**src/rtl/nrzi_rx_destuff.sv**
```systemverilog
// NRZI receive decoder: line decode, stuff-bit removal and LSB-first word assembly,
// with one-cycle stuffing and framing error pulses.
module nrzi_rx_destuff #(
  parameter int   STUFF_LEN  = 6,
  parameter int   BYTE_W     = 8,
  parameter logic IDLE_LEVEL = 1'b0
) (
  input  logic              clk,
  input  logic              rst,
  input  logic              line_in,
  input  logic              line_valid,
  input  logic              frame_start,
  input  logic              frame_end,
  output logic [BYTE_W-1:0] data_out,
  output logic              byte_valid,
  output logic              stuff_err,
  output logic              partial_err,
  output logic              busy
);

  localparam int CNT_W = (BYTE_W > 1) ? $clog2(BYTE_W) : 1;
  localparam int RUN_W = $clog2(STUFF_LEN + 1);

  localparam logic S_IDLE = 1'b0;
  localparam logic S_RECV = 1'b1;

  logic              state;
  logic              prev_line;
  logic [RUN_W-1:0]  zero_run;
  logic [CNT_W-1:0]  bit_cnt;
  logic [BYTE_W-1:0] shreg;

  logic              d;
  logic              stuff_fail;
  logic              word_done;
  logic [RUN_W-1:0]  zero_run_n;
  logic [CNT_W-1:0]  bit_cnt_n;
  logic [BYTE_W-1:0] shreg_n;

  assign d = line_in ^ prev_line;

  // Next-state of the receive datapath for the bit arriving this cycle
  always_comb begin
    zero_run_n = zero_run;
    bit_cnt_n  = bit_cnt;
    shreg_n    = shreg;
    word_done  = 1'b0;
    stuff_fail = 1'b0;
    if (state == S_RECV && line_valid) begin
      if (zero_run == RUN_W'(STUFF_LEN)) begin
        if (d) zero_run_n = '0;
        else   stuff_fail = 1'b1;
      end else begin
        shreg_n[bit_cnt] = d;
        zero_run_n       = d ? '0 : zero_run + RUN_W'(1);
        if (bit_cnt == CNT_W'(BYTE_W - 1)) begin
          word_done = 1'b1;
          bit_cnt_n = '0;
        end else begin
          bit_cnt_n = bit_cnt + CNT_W'(1);
        end
      end
    end
  end

  always_ff @(posedge clk or posedge rst) begin
    if (rst) begin
      state       <= S_IDLE;
      prev_line   <= IDLE_LEVEL;
      zero_run    <= '0;
      bit_cnt     <= '0;
      shreg       <= '0;
      data_out    <= '0;
      byte_valid  <= 1'b0;
      stuff_err   <= 1'b0;
      partial_err <= 1'b0;
      busy        <= 1'b0;
    end else begin
      byte_valid  <= 1'b0;
      stuff_err   <= 1'b0;
      partial_err <= 1'b0;
      if (line_valid) prev_line <= line_in;

      // frame_start overrides everything else, including a coincident bit or frame_end
      if (frame_start) begin
        state    <= S_RECV;
        busy     <= 1'b1;
        zero_run <= '0;
        bit_cnt  <= '0;
        shreg    <= '0;
      end else if (state == S_RECV) begin
        if (stuff_fail) begin
          state     <= S_IDLE;
          busy      <= 1'b0;
          stuff_err <= 1'b1;
          zero_run  <= '0;
          bit_cnt   <= '0;
          shreg     <= '0;
        end else begin
          zero_run <= zero_run_n;
          bit_cnt  <= bit_cnt_n;
          shreg    <= shreg_n;
          if (word_done) begin
            data_out   <= shreg_n;
            byte_valid <= 1'b1;
          end
          if (frame_end) begin
            state       <= S_IDLE;
            busy        <= 1'b0;
            partial_err <= (bit_cnt_n != '0);
          end
        end
      end
    end
  end

endmodule

```
**config.mk**
```make
export PLATFORM = sky130hd
export DESIGN_NAME = nrzi_rx_destuff
export DESIGN_NICKNAME = d
export VERILOG_FILES = /design/src/rtl/nrzi_rx_destuff.sv
export SDC_FILE = /design/constraint.sdc
export NUM_CORES = 1
export LEC_CHECK = 0
export BUFFER_PORTS_ARGS = -buffer_cell sky130_fd_sc_hd__buf_2
export CAP_MARGIN = 20
export CORE_MARGIN = 3
export CORE_UTILIZATION = 40
export CTS_CLUSTER_SIZE = 25
export DETAILED_ROUTE_END_ITERATION = 10
export PLACE_DENSITY_LB_ADDON = 0.12
export SYNTH_ARGS = -nofsm -noshare
export SYNTH_HDL_FRONTEND = slang
export SYNTH_SLANG_ARGS = --single-unit
```
**constraint.sdc**
```tcl
create_clock -name clk -period 2.5 [get_ports clk]
set_clock_uncertainty 0.05 [all_clocks]
set_input_delay 0 -clock clk [delete_from_list [all_inputs] [get_ports clk]]
set_output_delay 0 -clock clk [all_outputs]
set_load 0.05 [all_outputs]
```
==> flow_summary.json <==
{
  "hp-class": "in2async",
  "core_area_um2": 3200,
  "path_class": "reg2reg",
  "maxSlewViolCount": 0,
  "fin_setup_tns_ns": 0,
  "hpwl_um": 1890,
  "synth-seq-cells": 28,
  "io_buffers": 17,
  "start_util": 0.441,
  "p_leak_uw": 0.000790,
  "clockBufferDepth": 2,
  "yosysSeqAreaShare": 0.496,
  "synth_area_leaders": "dfrtp_1, mux2i_1, nand2_1, ha_1, inv_1",
  "nNetsFinal": 170,
  "utilization": 0.497,
  "first_global_vias": 984,
  "multi_input_area_um2": 622,
  "synthCells": 142,
  "htreeDepth": 1,
  "ys.flop_type": "dfrtp_1",
  "p_per_area_nw_per_um2": 467,
  "cts_tree": "done",
  "cts_made_buffers": 3,
  "crit_fanout": 14,
  "crit_arrival_ns": 2.35,
  "grt_max_degree": 29,
  "yosysTopAreaCell": "dfrtp_1",
  "synth_edf_count": 0,
  "synth_top_area_frac": 0.496,
  "drc_errors": 0,
  "fmax_mhz": 460,
  "dp_slack_ns": 0.308,
  "cap_violations": 0,
  "tightest_slew_ns": 0.594,
  "cp-start-kind": "flop",
  "rsz0062_at_grt": "no",
  "syn_nets": 152,
  "period_needed_ns": 2.17,
  "yosys_warnings": 0,
  "dieHeight_um": 65.4,
  "synth_common_cells": "dfrtp_1, mux2i_1, nand2_1",
  "grt_use_total": 0.137,
  "diodes": 0,
  "cp.required_ns": 2.68,
  "seq_area_um2": 701,
  "dieArea_um2": 4280,
  "vias": 1005,
  "end_kind": "flop",
  "fin_ws_ns": 0.326,
  "layout-drive-gt1-share": 0.158,
  "antenna_found_initial": 0,
  "grt_pass1_wl_um": 4530,
  "fillers": 334,
  "ant_nets": 0,
  "yosysMostFrequentCell": "dfrtp_1",
  "fp.dieW_um": 65.4,
  "ios": 18,
  "drt_iter0_markers": 34,
  "gr-total-overflow": 0,
  "finalCritPeriodShare": 0.869,
  "path_clk_slew_ns": 0.14,
  "ir_worst_vdd_uv": 343,
  "setup_violations": 0,
  "dr.pass1.iters": 4,
  "outcome": "finished clean",
  "vias_per_cell": 4.98,
  "ys_types": 26,
  "root_buffer": "clkbuf_4",
  "syn_area_per_cell_um2": 9.94,
  "drt_wl_total_um": 2600,
  "wl_per_cell_um": 12.9,
  "insertion_delay_ns": 0.31,
  "cts.sinks": 28,
  "syn2layout_area_growth_pct": 12.8,
  "async_flop_share": 1.00,
  "routabilityCongestion": 0.735,
  "rows": 20,
  "slew_headroom": 0.603,
  "finalHoldViolCount": 0,
  "synth_area_um2": 1410
}
[worst max-delay path, cell delays in order, from the launching register on]
cell       delay [ns]
dfrtp_1          0.43
xor2_2           0.51
nor3_2           0.17
or3b_1           0.56
a2111oi_4        0.36
[layout make-up]
cell class                 count  area share
tap                           44      0.0346
sequential                    28       0.440
inverter                      13      0.0307
clock buffer                   3      0.0142
multi-input combinational     91       0.391
timing repair buffer          23      0.0896
[final timing paths]
path                            from  depth (start not counted)  slack (ns)           to
max                        prev_line                          4        0.33  partial_err
min                              rst                          4        0.21  data_out[1]
max reg2reg                prev_line                          4        0.33  partial_err
min reg2reg                     busy                          1        0.45         busy
max in group asynchronous        rst                          4        1.93  zero_run[1]
min in group clk             line_in                          4        0.24  data_out[1]
[state kept, by name, summed over array words and instances (netlist names)]
signal       cells
data_out         8
shreg            8
state            1
partial_err      1
bit_cnt          3
prev_line        1
zero_run         3
byte_valid       1
stuff_err        1
busy             1
[stage by stage]
stage | power (µW) | std cells | cell area [µm²] | hold WS [ns]
after floorplan | 547 | 142 | 1410 | 0.0154
after global placement | 566 | 194 | 1520 | 0.0318
after detailed placement | 568 | 194 | 1520 | 0.0324
after CTS | 759 | 202 | 1590 | 0.213
after global routing | 794 | 202 | 1590 | 0.238
final | 743 | 202 | 1590 | 0.213
[routing by layer]
metal,global-route usage,part of all wire,up-vias
li1,-,-,519
met1,0.173,0.48,467
met2,0.239,0.48,17
met3,0.0410,0.038,2
met4,0.0155,0.0050,0
met5,0,0,-
[layout by cell type, fill, tap and decap left out]
master,n
nor4_1,5
inv_1,13
xor2_2,1
a21o_1,2
nor3_1,5
dlygate4sd3_1,5
nand4_1,2
a211oi_1,3
clkbuf_4,3
nor3b_1,1
dfrtp_1,28
a2111oi_4,1
nand2_1,15
nand3b_1,3
nor2_1,8
ha_1,4
and2_1,2
nand3_1,6
buf_2,17
o21ai_1,8
or4_1,1
o21ai_0,2
mux2i_1,16
buf_4,1
nor3_2,1
mux2_2,1
a21oi_1,3
or3b_1,1
[kinds of logic after synthesis]
family                   Yosys count  share of synthesized area
AO/OA/AOI/OAI                     19                     0.0922
XOR/XNOR                           1                     0.0115
adder cells (fa/ha/maj)            4                     0.0355
buffers and inverters             23                     0.0629
flip-flops                        28                      0.496
multiplexers                      17                      0.121
AND/OR/NAND/NOR                   50                      0.180
[power by group]
part	switching [µW]	internal [µW]
Combinational	59.0	31.7
Sequential	11.8	462
Clock	122	56.4
Total	193	550
[what timing repair did]
item | CTS | global route
setup buffers | 0 | 0
hold buffers | 5 | 0
gates resized for setup | 0 | 0
endpoints found under the hold margin | 39 | 0
(Power assumes the default switching activity.)
